<file path="config.mk">
export PLATFORM = sky130hd
export DESIGN_NAME = alu_share_ctrl
export DESIGN_NICKNAME = d
export VERILOG_FILES = /design/src/rtl/alu_share_pkg.sv /design/src/rtl/alu_share_ctrl_rr_arb2.sv /design/src/rtl/alu_share_ctrl.sv
export SDC_FILE = /design/constraint.sdc
export NUM_CORES = 1
export LEC_CHECK = 0
export BUFFER_PORTS_ARGS = -buffer_cell sky130_fd_sc_hd__buf_2
export CORE_UTILIZATION = 25
export DETAILED_ROUTE_END_ITERATION = 6
export PLACE_DENSITY = 0.54
export REMOVE_ABC_BUFFERS = 1
export SETUP_SLACK_MARGIN = 0.3
export SYNTH_ARGS = -nofsm -noshare
export SYNTH_HDL_FRONTEND = slang
export SYNTH_SLANG_ARGS = --single-unit
</file>
<file path="constraint.sdc">
create_clock -name clk_i -period 1.3 [get_ports clk_i]
set_input_delay 0.065 -clock clk_i [delete_from_list [all_inputs] [get_ports clk_i]]
set_output_delay 0.065 -clock clk_i [all_outputs]
set_load 0.01 [all_outputs]
</file>
<file path="src/rtl/alu_share_pkg.sv">
// Shared definitions for the ALU sharing controller: ALUCtrl op codes,
// FSM state encoding and the default datapath width.
package alu_share_pkg;

  localparam int DEFAULT_WIDTH = 32;

  // ALUCtrl encoding understood by the shared ALU
  typedef enum logic [2:0] {
    ALU_AND = 3'b000,
    ALU_OR  = 3'b001,
    ALU_ADD = 3'b010,
    ALU_SUB = 3'b011,
    ALU_MUL = 3'b100
  } alu_op_e;

  // Controller sequencing states
  typedef enum logic [1:0] {
    IDLE = 2'b00,
    EXEC = 2'b01,
    RESP = 2'b10
  } state_e;

  // Codes above ALU_MUL have no ALU function assigned
  function automatic logic op_is_illegal(input logic [2:0] op);
    return (op > 3'b100);
  endfunction

  // Multiply gets the stretched evaluation window
  function automatic logic op_is_mul(input logic [2:0] op);
    return (op == 3'b100);
  endfunction

endpackage

</file>
<file path="src/rtl/alu_share_ctrl_rr_arb2.sv">
// Two-way round-robin arbiter: a lone requester always wins, and on a tie
// the requester that did not win last time is granted. Purely combinational.
module rr_arb2 (
  input  logic valid0_i,
  input  logic valid1_i,
  input  logic last_grant_i,
  output logic gnt0_o,
  output logic gnt1_o
);

  // Grant selection from the current valids and the previous winner
  always_comb begin
    gnt0_o = 1'b0;
    gnt1_o = 1'b0;
    if (valid0_i && valid1_i) begin
      if (last_grant_i) begin
        gnt0_o = 1'b1;
      end else begin
        gnt1_o = 1'b1;
      end
    end else if (valid0_i) begin
      gnt0_o = 1'b1;
    end else if (valid1_i) begin
      gnt1_o = 1'b1;
    end else begin
      gnt0_o = 1'b0;
      gnt1_o = 1'b0;
    end
  end

endmodule

</file>
<file path="src/rtl/alu_share_ctrl.sv">
// Shares one combinational ALU between two requesters. Accepted operands are
// held on alu_* while the ALU evaluates (MUL_CYCLES cycles for mul, one
// otherwise); the captured result is returned with its owner ID over a
// valid/ready response channel.
// Optional build macro ALU_SHARE_CTRL_ERR_EN: adds rsp_err_o and answers
// illegal op codes immediately with an error response instead of using the ALU.
module alu_share_ctrl
  import alu_share_pkg::*;
#(
  parameter int WIDTH      = DEFAULT_WIDTH,
  parameter int MUL_CYCLES = 4
) (
  input  logic             clk_i,
  input  logic             rst_i,
  input  logic             req0_valid_i,
  output logic             req0_ready_o,
  input  logic [2:0]       req0_op_i,
  input  logic [WIDTH-1:0] req0_data1_i,
  input  logic [WIDTH-1:0] req0_data2_i,
  input  logic             req1_valid_i,
  output logic             req1_ready_o,
  input  logic [2:0]       req1_op_i,
  input  logic [WIDTH-1:0] req1_data1_i,
  input  logic [WIDTH-1:0] req1_data2_i,
  output logic [WIDTH-1:0] alu_data1_o,
  output logic [WIDTH-1:0] alu_data2_o,
  output logic [2:0]       alu_ctrl_o,
  input  logic [WIDTH-1:0] alu_data_i,
  input  logic             alu_zero_i,
  output logic             rsp_valid_o,
  input  logic             rsp_ready_i,
  output logic             rsp_id_o,
  output logic [WIDTH-1:0] rsp_data_o,
  output logic             rsp_zero_o
`ifdef ALU_SHARE_CTRL_ERR_EN
  ,
  output logic             rsp_err_o
`endif
);

  // Counter only needs to hold MUL_CYCLES-1
  localparam int CNT_W = (MUL_CYCLES > 1) ? $clog2(MUL_CYCLES) : 1;
  localparam logic [CNT_W-1:0] CNT_MUL  = CNT_W'(MUL_CYCLES - 1);
  localparam logic [CNT_W-1:0] CNT_ZERO = {CNT_W{1'b0}};
  localparam logic [CNT_W-1:0] CNT_ONE  = CNT_W'(1);

  state_e             state_q, state_d;
  logic               last_grant_q, last_grant_d;
  logic               id_q, id_d;
  logic [CNT_W-1:0]   cnt_q, cnt_d;
  logic [WIDTH-1:0]   alu_data1_q, alu_data1_d;
  logic [WIDTH-1:0]   alu_data2_q, alu_data2_d;
  logic [2:0]         alu_ctrl_q, alu_ctrl_d;
  logic               rsp_valid_q, rsp_valid_d;
  logic               rsp_id_q, rsp_id_d;
  logic [WIDTH-1:0]   rsp_data_q, rsp_data_d;
  logic               rsp_zero_q, rsp_zero_d;
`ifdef ALU_SHARE_CTRL_ERR_EN
  logic               rsp_err_q, rsp_err_d;
`endif

  logic               gnt0_s, gnt1_s;
  logic               accept_s;
  logic               sel_id_s;
  logic [2:0]         sel_op_s;
  logic [WIDTH-1:0]   sel_data1_s;
  logic [WIDTH-1:0]   sel_data2_s;

  rr_arb2 u_arb (
    .valid0_i     (req0_valid_i),
    .valid1_i     (req1_valid_i),
    .last_grant_i (last_grant_q),
    .gnt0_o       (gnt0_s),
    .gnt1_o       (gnt1_s)
  );

  // Requesters are only offered a slot while the ALU is free
  assign req0_ready_o = (state_q == IDLE) && gnt0_s;
  assign req1_ready_o = (state_q == IDLE) && gnt1_s;
  assign accept_s     = req0_ready_o || req1_ready_o;

  // Operand mux for the granted requester
  assign sel_id_s    = gnt1_s;
  assign sel_op_s    = gnt1_s ? req1_op_i    : req0_op_i;
  assign sel_data1_s = gnt1_s ? req1_data1_i : req0_data1_i;
  assign sel_data2_s = gnt1_s ? req1_data2_i : req0_data2_i;

  // Next-state and next-output computation for the sequencing FSM
  always_comb begin
    state_d      = state_q;
    last_grant_d = last_grant_q;
    id_d         = id_q;
    cnt_d        = cnt_q;
    alu_data1_d  = alu_data1_q;
    alu_data2_d  = alu_data2_q;
    alu_ctrl_d   = alu_ctrl_q;
    rsp_valid_d  = rsp_valid_q;
    rsp_id_d     = rsp_id_q;
    rsp_data_d   = rsp_data_q;
    rsp_zero_d   = rsp_zero_q;
`ifdef ALU_SHARE_CTRL_ERR_EN
    rsp_err_d    = rsp_err_q;
`endif
    case (state_q)
      IDLE: begin
        if (accept_s) begin
          last_grant_d = sel_id_s;
          id_d         = sel_id_s;
          alu_data1_d  = sel_data1_s;
          alu_data2_d  = sel_data2_s;
`ifdef ALU_SHARE_CTRL_ERR_EN
          if (op_is_illegal(sel_op_s)) begin
            // No ALU function: answer at once, leave the ALU control alone
            rsp_valid_d = 1'b1;
            rsp_id_d    = sel_id_s;
            rsp_data_d  = {WIDTH{1'b0}};
            rsp_zero_d  = 1'b0;
            rsp_err_d   = 1'b1;
            state_d     = RESP;
          end else begin
            alu_ctrl_d = sel_op_s;
            cnt_d      = op_is_mul(sel_op_s) ? CNT_MUL : CNT_ZERO;
            state_d    = EXEC;
          end
`else
          alu_ctrl_d = sel_op_s;
          cnt_d      = op_is_mul(sel_op_s) ? CNT_MUL : CNT_ZERO;
          state_d    = EXEC;
`endif
        end else begin
          state_d = IDLE;
        end
      end
      EXEC: begin
        if (cnt_q != CNT_ZERO) begin
          cnt_d = cnt_q - CNT_ONE;
        end else begin
          rsp_valid_d = 1'b1;
          rsp_id_d    = id_q;
          rsp_data_d  = alu_data_i;
          rsp_zero_d  = alu_zero_i;
`ifdef ALU_SHARE_CTRL_ERR_EN
          rsp_err_d   = 1'b0;
`endif
          state_d     = RESP;
        end
      end
      RESP: begin
        if (rsp_ready_i) begin
          rsp_valid_d = 1'b0;
          state_d     = IDLE;
        end else begin
          state_d = RESP;
        end
      end
      default: begin
        rsp_valid_d = 1'b0;
        state_d     = IDLE;
      end
    endcase
  end

  // State and output registers with synchronous reset
  always_ff @(posedge clk_i) begin
    if (rst_i) begin
      state_q      <= IDLE;
      last_grant_q <= 1'b1;
      id_q         <= 1'b0;
      cnt_q        <= CNT_ZERO;
      alu_data1_q  <= {WIDTH{1'b0}};
      alu_data2_q  <= {WIDTH{1'b0}};
      alu_ctrl_q   <= 3'b000;
      rsp_valid_q  <= 1'b0;
      rsp_id_q     <= 1'b0;
      rsp_data_q   <= {WIDTH{1'b0}};
      rsp_zero_q   <= 1'b0;
`ifdef ALU_SHARE_CTRL_ERR_EN
      rsp_err_q    <= 1'b0;
`endif
    end else begin
      state_q      <= state_d;
      last_grant_q <= last_grant_d;
      id_q         <= id_d;
      cnt_q        <= cnt_d;
      alu_data1_q  <= alu_data1_d;
      alu_data2_q  <= alu_data2_d;
      alu_ctrl_q   <= alu_ctrl_d;
      rsp_valid_q  <= rsp_valid_d;
      rsp_id_q     <= rsp_id_d;
      rsp_data_q   <= rsp_data_d;
      rsp_zero_q   <= rsp_zero_d;
`ifdef ALU_SHARE_CTRL_ERR_EN
      rsp_err_q    <= rsp_err_d;
`endif
    end
  end

  assign alu_data1_o = alu_data1_q;
  assign alu_data2_o = alu_data2_q;
  assign alu_ctrl_o  = alu_ctrl_q;
  assign rsp_valid_o = rsp_valid_q;
  assign rsp_id_o    = rsp_id_q;
  assign rsp_data_o  = rsp_data_q;
  assign rsp_zero_o  = rsp_zero_q;
`ifdef ALU_SHARE_CTRL_ERR_EN
  assign rsp_err_o   = rsp_err_q;
`endif

endmodule
</file>
After elaboration in Yosys (flattened, before gate mapping)
Index checks and enable logic that the tools add are counted.
- register bits: 108
- bits of input ports: 172
- output and inout bits: 104
- logic and storage cells: 53
- add/subtract/negate cells: 1
- eq/ne operators: 7
- mux-type cells: 21
- bitwise operators: 2
- reduce and logical (&&, ||, !) cells: 11
- operators by type and width (kind ; count):
    $mux W32 ; 2
    $mux W1 ; 10
    $mux W2 ; 5
    $ne A2 B2 Y1 const B ; 4
    $pmux W2 S3 ; 1
    $reduce_and A3 Y1 ; 2
    $pmux W2 S2 ; 1
    $reduce_and A2 Y1 ; 2
    $reduce_bool A2 Y1 ; 2
    $eq A3 B3 Y1 const B ; 1
    $logic_and A1 B1 Y1 ; 3
    $mux W3 ; 1
    $pmux W1 S3 ; 1
    $eq A2 B1 Y1 const B ; 1
    $eq A2 B2 Y1 const B ; 1
    $logic_not A2 Y1 ; 1
    $not A1 Y1 ; 2
    $sub A2 B1 Y2 const B ; 1
    $logic_or A1 B1 Y1 ; 1

Depth between registers and ports, before layout
- depth after elaboration: 8
- mapped depth: 7

Modules after synthesis
Synthesis repeated with hierarchy kept, for this count alone.
- cells, all modules: 501
- area total of the unflattened synthesis: 4719.5 sq um
- by module, submodules not included (module ; times used ; cells each ; area each (sq um) ; sequential area each (sq um)):
    alu_share_ctrl ; 1 ; 498 ; 4700.8 ; 2162.1
    rr_arb2 ; 1 ; 3 ; 18.8 ; 0.0

Least setup slack after synthesis
OpenSTA, ideal clock, no wires.
- kind: reg-to-reg
- start: register cnt_q[0]
- end: register state_q[1]
- setup time: 0.128 ns
- arrival time: 1.261 ns
- data required time: 1.172 ns
- setup slack: -0.088 ns
- cell stages (with the launch flop): 8
- clock period less this slack: 1.388 ns
- path through: dfxtp_1 inv_1 ha_1 and3b_1 buf_2 clkbuf_1 a21oi_1 nor2_1
- word-level cells in the longest chain between the ends: 2
- RTL lines (what ; line ; text):
    from (decl) ; alu_share_ctrl.sv:50 ; logic [CNT_W-1:0] cnt_q, cnt_d;
    from (signal assigned) ; alu_share_ctrl.sv:184 ; cnt_q <= cnt_d;
    $reduce_bool A2 Y1 ; alu_share_ctrl.sv:135 ; if (cnt_q != CNT_ZERO) begin
    $ne A2 B2 Y1 (no source line) ; -- ;
    to (signal assigned) ; alu_share_ctrl.sv:181 ; state_q <= state_d;
    to (decl) ; alu_share_ctrl.sv:47 ; state_e state_q, state_d;
Every way passes these cells.
A chain may end at the register's enable or synchronous reset.

Worst setup path after layout
- start: register last_grant_q
- end: register alu_data2_q[26], in the netlist alu_data2_o[26]
- word-level cells in the longest chain between the ends: 5
- elaborated cells on any way between the ends: 9
- those cells by class: mux (5); reduce/logical (4)
- RTL lines (what ; line ; text):
    from (decl) ; alu_share_ctrl.sv:48 ; logic last_grant_q, last_grant_d;
    from (signal assigned) ; alu_share_ctrl.sv:182 ; last_grant_q <= last_grant_d;
    $mux W1 ; alu_share_ctrl_rr_arb2.sv:16 ; if (last_grant_i) begin
    $mux W1 ; alu_share_ctrl_rr_arb2.sv:15 ; if (valid0_i && valid1_i) begin
    $logic_and A1 B1 Y1, on equally long branches ; alu_share_ctrl.sv:78, alu_share_ctrl.sv:79 ;
    $logic_or A1 B1 Y1 ; alu_share_ctrl.sv:80 ; assign accept_s = req0_ready_o || req1_ready_o;
    $reduce_and A2 Y1 (no source line) ; -- ;
    to (signal assigned) ; alu_share_ctrl.sv:171 ; alu_data2_q <= {WIDTH{1'b0}};
    to (signal assigned) ; alu_share_ctrl.sv:186 ; alu_data2_q <= alu_data2_d;
    to (decl) ; alu_share_ctrl.sv:52 ; logic [WIDTH-1:0] alu_data2_q, alu_data2_d;
Several ways; a longest one is shown, not always the timed one.

==> summary.md <==
| Metric | Value |
|---|---|
| Run status | `finished, violations left` |
| Violations in the final reports | `DRC, setup timing` |
| Gr ovfl total | `0` |
| Hold Path Sink | `alu_data2_o[21]$_SDFFE_PP0P_` |
| Placed Cells | `1047` |
| Final ANT Viol Nets | `0` |
| Number of synthesized register bits | `108` |
| N_diodes | `0` |
| Crit Path Class | `register to register` |
| Clk Latency, worst-skew pair | `360 ps` |
| Worst-Margin Slew | `516 ps` |
| # fillers | `1552` |
| Synth warnings | `0` |
| Hold depth | `3` |
| First-pass GRT wire length | `34.1 mm` |
| Area grow syn2layout | `114%` |
| Worst-path clk slew | `80 ps` |
| Final hold slack | `13.4 ps` |
| Synth top area cells | `dfxtp_1 (46%), nand2_1 (16%), a21oi_1 (11%)` |
| Post-Layout Cell Count | `1286` |
| Synth top area share | `0.464` |
| Worst hold path type | `input port to register` |
| Setup ws final | `-169 ps` |
| Top fanout value on the critical path | `8` |
| Power per cell area | `1300 nW/um^2` |
| Yosys cell types | `33` |
| Reg2reg end | `alu_data2_o[26]$_SDFFE_PP0P_` |
| Top Metal Used | `met4` |
| Final Power | `12900 uW` |
| Core area | `18100 sq um` |
| Post-layout net count | `1225` |
| DIE WIDTH | `138 um` |
| Initial antenna violation count | `0` |
| Max-slew violation count | `0` |
| DR WL/cell | `18.8 um` |
| Global placement routability congestion | `0.773` |
| Slew margin rel. | `0.656` |
| Max Cap Violations | `0` |
| Yosys top cell by area | `dfxtp_1` |
| Met1 Wirelength | `9.34 mm` |
| Arrival @ worst endpoint | `1730 ps` |
| DR WL met3 | `1.78 mm` |
| Final Critical Period | `1470 ps` |
| LEAKAGE | `0.00448 uW` |
| Critical path capture point type | `register` |
| Clock Root Buffer | `clkbuf_16` |
| FFs w/ async S/R, synth | `0` |
| Max VDD drop | `0.000624 V` |
| Cell with the most instances after synthesis | `nand2_1` |
| CTS max path bufs | `2` |
| Syn Area/Cell | `8.14 sq um` |
| Critical Path Source | `last_grant_q$_SDFFE_PP1P_` |
| I/O Pins | `276` |
| Commonest cells post-synth | `nand2_1 (202), dfxtp_1 (108), a21oi_1 (104)` |
| Reg area | `2180 sq um` |
| CTS Buf Count | `9` |
| Worst Skew | `7.87 ps` |
| Cell Area, Synth | `4660 sq um` |
| Placed cell area | `6460 sq um` |
| Prevailing post-synth register cell | `dfxtp_1` |
| Final Cell Area | `9950 sq um` |
| Detailed placement HPWL | `11.8 mm` |
| R2r setup slk | `-170 ps` |
| Met2 wire length | `12.1 mm` |
| R2r worst-path depth | `6` |
| I/O Buffers | `275` |
| CTS tree | `yes` |
| Via Count | `6349` |
| Share of cells above drive strength 1 | `0.474` |
| Overall routing resource usage | `0.230` |
| DIE AREA | `19200 sq um` |
| H-tree Lvls | `3` |
| Setup-failing EPs final | `107` |
| Final wirelength | `24.1 mm` |
| Initial DRT Pass Iterations | `7` |
| DR iter-0 viols | `271` |
| Largest net degree at the start of global routing | `51` |
| Setup TNS Final | `-8060 ps` |
| Remaining DRCs | `51` |
| Initial Util | `0.257` |
| Final period util | `1.13` |
| Register area share after synthesis | `0.464` |
| Combined area of the multi-input logic cells | `2630 sq um` |
| Origin of the critical flop-to-flop path | `last_grant_q$_SDFFE_PP1P_` |
| Sink Count | `108` |
| Worst Min Path Start | `req1_data2_i[21]` |
| RSZ-0062 raised after global routing | `true` |
| Mapped Cells | `572` |
| Critical path launch point type | `register` |
| Vias in the first global route | `6287` |
| Worst Path Required | `1560 ps` |
| Row cnt | `49` |
| Final number of hold-violating endpoints | `0` |
| Die height | `138 um` |
| Post-synth EDFFs | `0` |
| Fmax | `0.681 GHz` |
| Vias/cell | `4.94` |
-- critical path: stages (launching register included) --
cell and delay, ps:
dfxtp_4 370, a21boi_4 230, buf_12 200, buf_12 120, clkbuf_16 140, nand2_2 40, a311oi_1 270
-- cells by family after synthesis --
group	share of synthesized area
multiplexers	0.00215
AND/OR/NAND/NOR	0.187
AO/OA/AOI/OAI	0.284
buffers and inverters	0.0599
adder cells (fa/ha/maj)	0.00269
flip-flops	0.464
-- power breakdown --
group	leakage [uW]	switching (uW)	internal [uW]	total (uW)
combinational	0.00344	2680	3150	5830
clock	0.000147	1370	1570	2940
sequential	0.000894	325	3840	4170
-- worst max-delay path by stage --
stage	cells past startpoint	slack, ps	endpoint
detailed placement	5	-30	alu_data2_o[31]$_SDFFE_PP0P_
floorplan	3	-1130	cnt_q[0]$_SDFFE_PP0P_
global placement	5	3	alu_data2_o[23]$_SDFFE_PP0P_
global route	8	-200	rsp_data_o[27]$_SDFFE_PP0P_
CTS	3	-120	req0_ready_o
finish	6	-170	alu_data2_o[26]$_SDFFE_PP0P_
-- layer usage --
| layer | track usage | vias up |
|---|---|---|
| li1 | - | 2986 |
| met2 | 0.412 | 322 |
| met3 | 0.0475 | 59 |
| met4 | 0.109 | 0 |
| met5 | 0 | - |
| met1 | 0.259 | 2982 |
-- per-stage QoR --
stage | worst slack (ps) | util
final | -169 | 0.550
after global routing | -202 | 0.550
after CTS | -120 | 0.517
after detailed placement | -31.5 | 0.357
after global placement | 2.64 | 0.357
after floorplan | -1130 | -
-- flip-flops by register name (all words and copies together), names as in the netlist --
register and flops:
alu_ctrl_o 3, alu_data1_o 32, alu_data2_o 32, cnt_q 2, id_q 1, last_grant_q 1, rsp_data_o 32, rsp_id_o 1
rsp_valid_o 1, rsp_zero_o 1, state_q 2
-- cell type report --
class                      instances  share of cell area
clock buffer                      10              0.0240
clock inverter                     6             0.00704
inverter                           2            0.000754
multi-input combinational        403               0.264
sequential                       108               0.219
tap                              229              0.0288
timing repair buffer             528               0.456
-- timing repair --
item	4_1_cts	5_1_grt
hold buffers	163	0
gates resized for setup	85	75
pin swaps	30	77
setup endpoints to repair	111	111
endpoints found under the hold margin	99	0
setup buffers	23	10
cloned	15	12
-- cell usage in the layout (no fill, tap or decap), types with 2 or more instances in the layout --
cell,n
bufbuf_16,3
buf_4,23
nor2_1,5
clkbuf_16,17
a311oi_1,39
a21oi_2,24
a211oi_4,2
buf_6,18
nor4b_1,2
clkinvlp_4,2
a311oi_2,28
a21oi_1,79
buf_2,273
nor2b_1,2
dlygate4sd3_1,163
buf_8,7
nand2_1,160
dfxtp_4,3
buf_16,14
nand2_4,10
buf_12,19
a221oi_2,2
dfxtp_1,101
inv_2,2
dfxtp_2,4
nand2_2,32
(Power assumes the default switching activity.)
